<file path="src/rtl/tick_divider_pkg.sv">
// rtl/tick_divider_pkg.sv - default constants and counter width helper for tick_divider
package tick_divider_pkg;

  localparam int DEF_PRESCALE  = 500000;
  localparam int DEF_STAGE_DIV = 10;
  localparam int DEF_N_STAGES  = 2;
  localparam int CLK_HZ        = 50_000_000;

  // A modulus of 1 or 2 still needs one register bit.
  function automatic int cnt_w(input int n);
    return ($clog2(n) < 1) ? 1 : $clog2(n);
  endfunction

endpackage

</file>
<file path="src/rtl/tick_divider_if.sv">
// rtl/tick_divider_if.sv - control inputs and tick/square outputs of tick_divider
interface tick_divider_if
  import tick_divider_pkg::*;
#(
  parameter int N_STAGES = DEF_N_STAGES
);

  logic              enable;
  logic              clear;
  logic [N_STAGES:0] tick;
  logic [N_STAGES:0] sq;

  modport master (output enable, output clear, input tick, input sq);
  modport slave  (input enable, input clear, output tick, output sq);

endinterface

</file>
<file path="src/rtl/tick_divider_mod_counter.sv">
// rtl/tick_divider_mod_counter.sv - modulo-MOD counter with synchronous restart and terminal flag
module mod_counter
  import tick_divider_pkg::*;
#(
  parameter int MOD = 10
) (
  input  logic                   CLK_50MHz,
  input  logic                   reset,
  input  logic                   clear,
  input  logic                   inc,
  output logic [cnt_w(MOD)-1:0]  count,
  output logic                   at_max
);

  localparam int           W   = cnt_w(MOD);
  localparam logic [W-1:0] MAX = W'(MOD - 1);

  assign at_max = (count == MAX);

  always_ff @(posedge CLK_50MHz) begin
    if (reset || clear) begin
      count <= '0;
    end else if (inc) begin
      count <= at_max ? '0 : count + W'(1);
    end
  end

endmodule

</file>
<file path="src/rtl/tick_divider.sv">
// rtl/tick_divider.sv - synchronous prescaler plus cascaded decade stages emitting clock-enable ticks
// Square-wave outputs are built only when TICK_DIVIDER_SQUARE_EN is defined.
module tick_divider
  import tick_divider_pkg::*;
#(
  parameter int PRESCALE  = DEF_PRESCALE,
  parameter int STAGE_DIV = DEF_STAGE_DIV,
  parameter int N_STAGES  = DEF_N_STAGES
) (
  input  logic          CLK_50MHz,
  input  logic          reset,
  tick_divider_if.slave bus
);

  localparam int PW = cnt_w(PRESCALE);
  localparam int SW = cnt_w(STAGE_DIV);

  if (PRESCALE < 2 || STAGE_DIV < 2 || N_STAGES < 0) begin : g_param_check
    $error("tick_divider: PRESCALE and STAGE_DIV must be >= 2, N_STAGES >= 0");
  end

  logic [N_STAGES:0] wrap;
  logic [N_STAGES:0] tick_q;
  logic [PW-1:0]     pre;
  logic              pre_max;

  mod_counter #(.MOD(PRESCALE)) u_pre (
    .CLK_50MHz (CLK_50MHz),
    .reset     (reset),
    .clear     (bus.clear),
    .inc       (bus.enable),
    .count     (pre),
    .at_max    (pre_max)
  );

  assign wrap[0] = bus.enable & pre_max;

`ifdef TICK_DIVIDER_SQUARE_EN
  logic [N_STAGES:0] half;
  logic [N_STAGES:0] sq_q;
  assign half[0] = (pre >= PW'(PRESCALE / 2));
`endif

  // Each stage advances only when every faster stage wraps in the same cycle.
  for (genvar j = 1; j <= N_STAGES; j++) begin : g_stage
    logic [SW-1:0] cnt;
    logic          cnt_max;

    mod_counter #(.MOD(STAGE_DIV)) u_cnt (
      .CLK_50MHz (CLK_50MHz),
      .reset     (reset),
      .clear     (bus.clear),
      .inc       (wrap[j-1]),
      .count     (cnt),
      .at_max    (cnt_max)
    );

    assign wrap[j] = wrap[j-1] & cnt_max;

`ifdef TICK_DIVIDER_SQUARE_EN
    assign half[j] = (cnt >= SW'(STAGE_DIV / 2));
`else
    logic unused_cnt;
    assign unused_cnt = ^cnt;
`endif
  end

  always_ff @(posedge CLK_50MHz) begin
    if (reset || bus.clear) begin
      tick_q <= '0;
    end else begin
      tick_q <= wrap;
    end
  end

  assign bus.tick = tick_q;

`ifdef TICK_DIVIDER_SQUARE_EN
  if ((PRESCALE % 2) != 0 || (STAGE_DIV % 2) != 0) begin : g_even_check
    $error("tick_divider: square outputs need even PRESCALE and STAGE_DIV");
  end

  always_ff @(posedge CLK_50MHz) begin
    if (reset || bus.clear) begin
      sq_q <= '0;
    end else begin
      sq_q <= half;
    end
  end

  assign bus.sq = sq_q;
`else
  logic unused_pre;
  assign unused_pre = ^pre;
  assign bus.sq     = '0;
`endif

endmodule
</file>
<file path="src/flat_wrapper.sv">
// flat-port wrapper written by rule: the top's interface ports become plain ports
module tick_divider_flat import tick_divider_pkg::*;
#(
  parameter int PRESCALE  = DEF_PRESCALE,
  parameter int STAGE_DIV = DEF_STAGE_DIV,
  parameter int N_STAGES  = DEF_N_STAGES
)
  (CLK_50MHz, reset, bus_enable, bus_clear, bus_tick, bus_sq);
  tick_divider_if #(.N_STAGES(N_STAGES)) bus_i ();
  input  logic CLK_50MHz;
  input  logic reset;
  input wire logic [$bits(bus_i.enable)-1:0] bus_enable;
  input wire logic [$bits(bus_i.clear)-1:0] bus_clear;
  output wire logic [$bits(bus_i.tick)-1:0] bus_tick;
  output wire logic [$bits(bus_i.sq)-1:0] bus_sq;
  assign bus_i.enable = bus_enable;
  assign bus_i.clear = bus_clear;
  assign bus_tick = bus_i.tick;
  assign bus_sq = bus_i.sq;
  tick_divider #(.PRESCALE(PRESCALE), .STAGE_DIV(STAGE_DIV), .N_STAGES(N_STAGES)) u_core (.CLK_50MHz(CLK_50MHz), .reset(reset), .bus(bus_i));
endmodule
</file>
<file path="config.mk">
export PLATFORM = sky130hd
export DESIGN_NAME = tick_divider_flat
export DESIGN_NICKNAME = d
export VERILOG_FILES = /design/src/rtl/tick_divider_pkg.sv /design/src/rtl/tick_divider_if.sv /design/src/rtl/tick_divider_mod_counter.sv /design/src/rtl/tick_divider.sv /design/src/flat_wrapper.sv
export SDC_FILE = /design/constraint.sdc
export NUM_CORES = 1
export LEC_CHECK = 0
export ABC_AREA = 1
export CAP_MARGIN = 20
export CORE_ASPECT_RATIO = 1.75
export CORE_MARGIN = 5
export CORE_UTILIZATION = 58
export CTS_CLUSTER_SIZE = 10
export DETAILED_ROUTE_END_ITERATION = 8
export PLACE_DENSITY_LB_ADDON = 0.12
export RECOVER_POWER = 50
export SYNTH_ARGS = -nofsm -noshare
export SYNTH_HDL_FRONTEND = slang
export SYNTH_SLANG_ARGS = --single-unit
</file>
<file path="constraint.sdc">
create_clock -name CLK_50MHz -period 1.8 [get_ports CLK_50MHz]
set_input_delay 0.54 -clock CLK_50MHz [delete_from_list [all_inputs] [get_ports CLK_50MHz]]
set_output_delay 0.54 -clock CLK_50MHz [all_outputs]
set_load 0.01 [all_outputs]
</file>
## After elaboration in Yosys (flattened, before gate mapping)

Cells that the tools add are included.

- Register bits after elaboration: 30
- Word-level logic and storage cells: 17
- Output and inout bits: 6
- Bits of input ports: 4

- Eq/ne operators: 3
- Add/subtract/negate cells: 3
- Bitwise operators: 3
- Multiplexer cells: 3
- Reduce and logical (&&, ||, !) cells: 1

Operators by type and width:

| cell | number |
|---|---|
| $add A19 B1 Y19 const B | 1 |
| $eq A19 B19 Y1 const B | 1 |
| $mux W19 | 1 |
| $add A4 B1 Y4 const B | 2 |
| $eq A4 B4 Y1 const B | 2 |
| $mux W4 | 2 |
| $and A1 B1 Y1 | 3 |
| $logic_or A1 B1 Y1 | 1 |

## Depth between registers and ports, before layout

Gate-level depths: netlist of run 1.

- Depth in word-level cells: 4
- Depth in mapped cells: 10
- Depth with buffers taken out: 9

## By module

A second synthesis of run 1 with hierarchy kept.

- Cells, all modules: 246
- Area, all modules: 1,614.0 um2

Modules (own cells, without submodules):

| module | cells an instance | instances | area each (um2) | seq. area each (um2) |
|---|---|---|---|---|
| mod_counter at u_core.u_pre | 166 | 1 | 1,064.8 | 380.4 |
| mod_counter at u_core.g_stage[1].u_cnt ... | 31 | 2 | 205.2 | 80.1 |
| tick_divider | 18 | 1 | 138.9 | 60.1 |

## Worst setup path after synthesis of run 1

Ideal clock, no wire load.

- Kind: input -> register
- Start: in bus_enable
- End: reg u_core.u_pre.count[12]
- Stages on the path: 8
- Required time: 1,687 ps
- Buffers on the path: 1
- Setup time: 113 ps
- Path slack: 409 ps
- Arrival time: 1,278 ps
- Cells stage by stage: buf_4 > nand2_1 > nor2_2 > nand3_1 > nor2_1 > nand3_1 > nand2_1 > nor2_1

RTL lines:

| element | RTL line | text |
|---|---|---|
| start, declared | flat_wrapper.sv:12 | `input wire logic [$bits(bus_i.enable)-1:0] bus_enable;` |
| end signal, assigned | tick_divider_mod_counter.sv:24 | `count <= at_max ? '0 : count + W'(1);` |
| end, declared | tick_divider_mod_counter.sv:11 | `output logic [cnt_w(MOD)-1:0] count,` |

## Worst setup path after layout of run 1

- Start: reg u_core.tick_q[1], in the netlist u_core.bus.tick[1]
- End: out bus_tick[1]

RTL lines:

| element | RTL line | text |
|---|---|---|
| start, declared | tick_divider.sv:23 | `logic [N_STAGES:0] tick_q;` |
| start signal, assigned | tick_divider.sv:72 | `tick_q <= wrap;` |
| end, declared | flat_wrapper.sv:14 | `output wire logic [$bits(bus_i.tick)-1:0] bus_tick;` |

No word-level cell between the ends.

==> key figures, run 1 <==
Global route
  – Tot GR Track Use: 19.5%
  – GR Overflow Total: 0
  – First-pass GRT wire length: 5.95 mm
  – Initial antenna violation count: 0
  – Largest net degree at the start of global routing: 11
  – Number of global-route vias before repair: 1446

Setup path
  – Critical path buffers and inverters: 1
  – CP max stage delay: 0.53 ns
  – Req. time, crit path: about 1.3 ns
  – Critical Path Source Type: flop
  – Worst Setup Path Type: flop to primary output
  – Top delay family on crit path: buffers and inverters
  – Critical-path cell list: clkdlybuf4s50_1
  – Worst EP arrival: approximately 1.1 ns
  – CP endpoint kind: primary output
  – Crit-path max FO: 1
  – CP max-delay cell: clkdlybuf4s50_1

Final layout
  – Most frequent cells in the layout: nand2_1, nor2_1, dfxtp_1
  – Commonest non-fill, non-tap cell in the layout: nand2_1
  – Fill count: 262
  – Area growth from synthesis to layout: 14.8%
  – Reg area: ~600 µm²
  – Nets: 258
  – Multi-input gate area: 827 µm²
  – Design area: ~0.0018 mm²
  – Ratio of cells with drive above 1 in the final layout: 17.3%
  – N_diodes: 0

Timing
  – Final hold viol count: 0
  – Fmax achieved: 594 MHz
  – RSZ-0062 raised after global routing: no
  – Final worst path period need: 1.68 ns
  – Skew final: ~0.0048 ns
  – Final TNS setup: 0 ns
  – Final setup vio count: 0
  – Slew Limit Fails: 0
  – Tcrit/Tclk final: 93.5%

Power and ir drop
  – Sw Share: 21.4%
  – Switching power total: 0.297 mW
  – Internal: 1.09 mW
  – Peak supply drop: between 0.5 and 0.6 mV
  – Pwr dens: 751 mW/mm²
  – Clock share of power: between 40% and 50%
  – Logic pwr share: 3.3%
  – Sequential Power Share: around half
  – P_leak: between 0.7 and 0.8 nW

Floorplanning
  – Chip Width: 49.8 µm
  – Initial core utilization: between 50% and 60%
  – Die area: 0.00397 mm²
  – Boundary pin count: 10
  – Row cnt: 25
  – Die Span Y: 79.7 µm
  – Core footprint: 0.00269 mm²

CTS
  – Clk sinks: 30
  – H-Tree Depth: 2
  – Resized cells post-CTS: 0
  – Clock Latency Late Sink: around 0.29 ns
  – Post-CTS Setup Inserts: 0
  – Worst-path clk slew: about 0.070 ns
  – # hold bufs at CTS: 0
  – Root Driver: clkbuf_8
  – CTS tree: done
  – Clk buf depth: 2
  – CTS Buf Count: 5

Placement
  – GPL Wtd Cong: 0.868
  – Post-detail-place hpwl: 2.48 mm
  – Post-DP Area: 0.00174 mm²
  – I/O Buffers: 6

Detailed routing
  – DRC errors left: 0
  – WL final: 3.23 mm
  – Drt wl/cell: around 12 µm
  – Antenna Violating Nets Remaining: 0
  – Drt first pass iters: 4
  – Via density: 5.02
  – Initial DRC count: 28
  – DR vias: 1412

Yosys
  – Avg Cell Area, Syn: between 6 and 7 µm²
  – Synthesized area: 0.00161 mm²
  – Mux cell area share after synthesis: 0%
  – Main combinational cell family by area after synthesis: simple AND/OR/NAND/NOR gates
  – Compound-cell area share of the yosys netlist: about 4.4%
  – Synth Warn #: 0
  – Adder-cell share of the synthesized area: less than 1%
  – #FFs+latches synth: 30
  – Synth Area in Simple Gates: approximately two fifths
  – Number of distinct library cells after synthesis: 29
  – XOR/XNOR Fraction of Synth Area: 5.44%
  – Register area share after synthesis: 37.3%
  – Syn Inst Count: approximately 230

Outcome
  – Status: completed

Min path
  – Hold crit path type: flop to flop

Flow run
  – Max_cap viols: 0
==> worst paths after layout <==
path / start / end / slack, ns / cells after the start
min reg2reg: u_core.u_pre.count[0] / u_core.u_pre.count[0] / 0.48 / 2
min: u_core.u_pre.count[0] / u_core.u_pre.count[0] / 0.48 / 2
max reg2reg: u_core.u_pre.count[1] / u_core.g_stage[1].u_cnt.count[3] / 0.21 / 8
max: u_core.bus.tick[1] / bus_tick[1] / 0.12 / 1
==> through the flow <==
step                      hold WS [ns]  worst slack [ns]  utilization, %  instances  power [mW]
after CTS                        0.486            0.0862            68.6        281        1.40
after detailed placement         0.474            -0.212            64.6        273       0.730
after floorplan                  0.454             0.409               -        236       0.716
final                            0.485             0.118            68.7        281        1.39
after global placement           0.469            -0.187            64.6        273       0.730
after global routing             0.513            0.0643            68.7        281        1.45
==> power by group through the flow <==
| stage | Combinational [mW] | Clock (mW) | Sequential (mW) |
|---|---|---|---|
| floorplan | 0.0342 | 0 | 0.682 |
| global placement | 0.0476 | 0 | 0.682 |
| detailed placement | 0.0483 | 0 | 0.682 |
| CTS | 0.0483 | 0.689 | 0.667 |
| global route | 0.0516 | 0.733 | 0.667 |
| finish | 0.0462 | 0.674 | 0.667 |
==> cell families (layout without fill, tap and decap cells) <==
kind of cell / Yosys count / after routing
AND/OR/NAND/NOR: 138 / 138
buffers and inverters: 43 / 61
flip-flops: 30 / 30
AO/OA/AOI/OAI: 11 / 11
XOR/XNOR: 10 / 10
adder cells (fa/ha/maj): 1 / 1
other: 1 / 3
==> per-layer routing <==
metal,global-route usage (%),vias to the layer above,routed length [µm]
met1,18.3,640,1250
met3,5.05,9,79
met5,0,-,0
met4,12.1,0,93
met2,35.8,12,1810
li1,-,751,-
==> registers in the layout (all words and copies together) (netlist names) <==
signal                      cells
u_core.u_pre.count             19
u_core.bus.tick                 3
u_core.g_stage.u_cnt.count      8
==> Yosys cell counts <==
cell | count | area (µm²)
a21boi_0 | 1 | 7.51
a21oi_1 | 4 | 20.0
a21oi_4 | 1 | 16.3
a31oi_1 | 1 | 6.26
buf_4 | 4 | 30.0
buf_6 | 2 | 22.5
clkbuf_1 | 1 | 3.75
clkinv_1 | 1 | 3.75
conb_1 | 1 | 3.75
dfxtp_1 | 30 | 601
ha_1 | 1 | 12.5
inv_1 | 29 | 109
inv_2 | 6 | 22.5
nand2_1 | 51 | 191
nand2_2 | 4 | 25.0
nand3_1 | 12 | 60.1
nand3_2 | 1 | 10.0
nand4_1 | 8 | 50.1
nand4_2 | 1 | 12.5
nor2_1 | 40 | 150
nor2_2 | 10 | 62.6
nor2_4 | 3 | 33.8
nor3_1 | 5 | 25.0
nor3_2 | 1 | 10.0
nor4_1 | 1 | 6.26
o21ai_1 | 4 | 20.0
or2_1 | 1 | 6.26
xnor2_1 | 1 | 8.76
xor2_1 | 9 | 78.8
==> area by class of cell <==
type | instances | area share [%]
clock buffers | 5 | 3.73
clock inverters | 3 | 2.17
inverters | 36 | 7.32
multi-input cells | 163 | 44.8
flip-flops and latches | 30 | 32.5
well taps | 27 | 1.83
repair buffers | 17 | 7.66
Power figures use the tool's default switching activity.
==> run 2, diff against run 1 <==
--- a/config.mk
+++ b/config.mk
@@ -14,6 +14,7 @@
 export DETAILED_ROUTE_END_ITERATION = 8
 export PLACE_DENSITY_LB_ADDON = 0.12
 export RECOVER_POWER = 50
+export SETUP_SLACK_MARGIN = 0.15
 export SYNTH_ARGS = -nofsm -noshare
 export SYNTH_HDL_FRONTEND = slang
 export SYNTH_SLANG_ARGS = --single-unit
==> run 2 against run 1 <==
Against the previous run:
- via count increased by 0.50%
- final area down 0.68%
- combinational power hardly changed
- hold slack barely moved
- first-iteration DRC count stayed put
- sequential share of layout area increased by 0.22 points
- core utilization shrank 0.47 points
- clock skew about the same
- sequential cell count is the same
- cell count increased by 0.36%
- critical path type is now flop to flop
- critical endpoint is now u_core.g_stage[1].u_cnt.count[3]
- largest cell class unchanged
- highest routed layer unchanged
==> key figures, run 2 (synthesis results as in run 1) <==
Placement
  – Post-DP Area: 0.00174 mm²
  – GPL Wtd Cong: 0.868
  – I/O Buffers: 6
  – Placed insts: 273
  – Post-detail-place hpwl: about 2.5 mm
  – DP Worst Slack: -0.212 ns

Final layout
  – Ratio of cells with drive above 1 in the final layout: 16.5%
  – Design area: 0.00183 mm²
  – Most frequent cells in the layout: nand2_1, nor2_1, dfxtp_1
  – Reg area: 601 µm²
  – N_diodes: 0
  – Biggest register: u_core.u_pre.count
  – Final Non-Filler Cells: about 280
  – Area growth from synthesis to layout: 14.0%
  – Fill count: 265
  – Multi-input gate area: 815 µm²
  – Nets: 259
  – Commonest non-fill, non-tap cell in the layout: nand2_1
  – Max reg flops: 19

Detailed routing
  – Metal1 wirelength: 1.23 mm
  – WL final: around 3.2 mm
  – Antenna Violating Nets Remaining: 0
  – Max Used Layer: met4
  – Via density: ~5
  – Met3 wire len: 81 µm
  – Met2 wire length: 1.82 mm
  – DRC errors left: 0
  – Initial DRC count: 28
  – Drt first pass iters: 4
  – Drt wl/cell: 11.5 µm
  – DR vias: roughly 1400

Timing
  – Tcrit/Tclk final: 86.8%
  – Final hold viol count: 0
  – Final WS setup: 0.238 ns
  – Skew final: 0.00469 ns
  – Final worst path period need: 1.56 ns
  – RSZ-0062 raised after global routing: no
  – Final setup vio count: 0
  – Hold slack: 0.485 ns
  – Slew Limit Fails: 0
  – Fmax achieved: ~640 MHz

Floorplanning
  – Core footprint: 0.00269 mm²
  – Boundary pin count: 10
  – Initial core utilization: 59.8%
  – Die area: between 0.003 and 0.004 mm²
  – Die Span Y: ~80 µm
  – Chip Width: ~50 µm
  – Row cnt: 25

Outcome
  – Status: completed

CTS
  – Worst-path clk slew: roughly 0.07 ns
  – CTS Buf Count: 5
  – CTS tree: done
  – H-Tree Depth: 2
  – Clk buf depth: 2
  – Clock Latency Late Sink: 0.29 ns
  – # hold bufs at CTS: 0
  – Root Driver: clkbuf_8
  – Clk sinks: 30

Global route
  – Number of global-route vias before repair: 1449
  – Tot GR Track Use: about a fifth
  – GR Overflow Total: 0
  – Largest net degree at the start of global routing: 11
  – First-pass GRT wire length: 5.95 mm
  – Initial antenna violation count: 0

Setup path
  – CP endpoint kind: flop
  – Worst Setup Path Type: flop to flop
  – Crit-path max FO: 9
  – Critical Path Source Type: flop
  – Req. time, crit path: 1.98 ns
  – Worst EP arrival: 1.74 ns

Min path
  – Hold crit path type: flop to flop

Power and ir drop
  – Final Total Pwr: 1.39 mW
  – P_leak: 0.745 nW
  – Pwr dens: ~760 mW/mm²
  – Peak supply drop: 0.523 mV

Flow run
  – Max_cap viols: 0
[run 2: through the flow]
step	utilization [%]	TNS [ns]
2_1_floorplan	-	0
5_1_grt	68.2	0
3_5_place_dp	64.6	-2.25
6_report	68.2	0
4_1_cts	68.4	0
3_3_place_gp	64.6	-2.04
[run 2: timing repair]
| item | 4_1_cts | 5_1_grt |
|---|---|---|
| setup endpoints to repair | 7 | 13 |
| gates resized for setup | 4 | 0 |
| endpoints found under the hold margin | 0 | 0 |
| buffers inserted | 0 | 1 |
| pin swaps | 1 | 1 |
[run 2: layer usage]
metal	GRT usage [%]	vias up
met5	0	-
met1	18.3	642
met2	35.8	14
li1	-	754
met3	5.05	9
met4	12.1	0
[run 2: worst paths after layout]
| check | endpoint | cells after the start | slack (ns) | from |
|---|---|---|---|---|
| max reg2reg | u_core.g_stage[1].u_cnt.count[3] | 8 | 0.24 | u_core.u_pre.count[1] |
| max | u_core.g_stage[1].u_cnt.count[3] | 8 | 0.24 | u_core.u_pre.count[1] |
| min reg2reg | u_core.u_pre.count[0] | 2 | 0.48 | u_core.u_pre.count[0] |
| min | u_core.u_pre.count[0] | 2 | 0.48 | u_core.u_pre.count[0] |
[run 2: power by group]
group	internal [mW]	switching, mW
logic	0.0178	0.0281
registers	0.666	0.00149
clock network	0.407	0.269
[run 2: area by class of cell]
class / count / share of cell area (%)
multi-input cells: 163 / 44.4
flip-flops and latches: 30 / 32.7
repair buffers: 18 / 7.71
inverters: 36 / 7.37
clock buffers: 5 / 3.75
clock inverters: 3 / 2.18
well taps: 27 / 1.84
[run 2: worst max-delay path, cell delays in order (launching register included)]
cell	delay [ns]
dfxtp_1	0.36
ha_1	0.17
inv_1	0.04
nor2_1	0.22
inv_2	0.07
nor2_4	0.11
nand2_1	0.18
nand2_2	0.22
o21ai_1	0.08
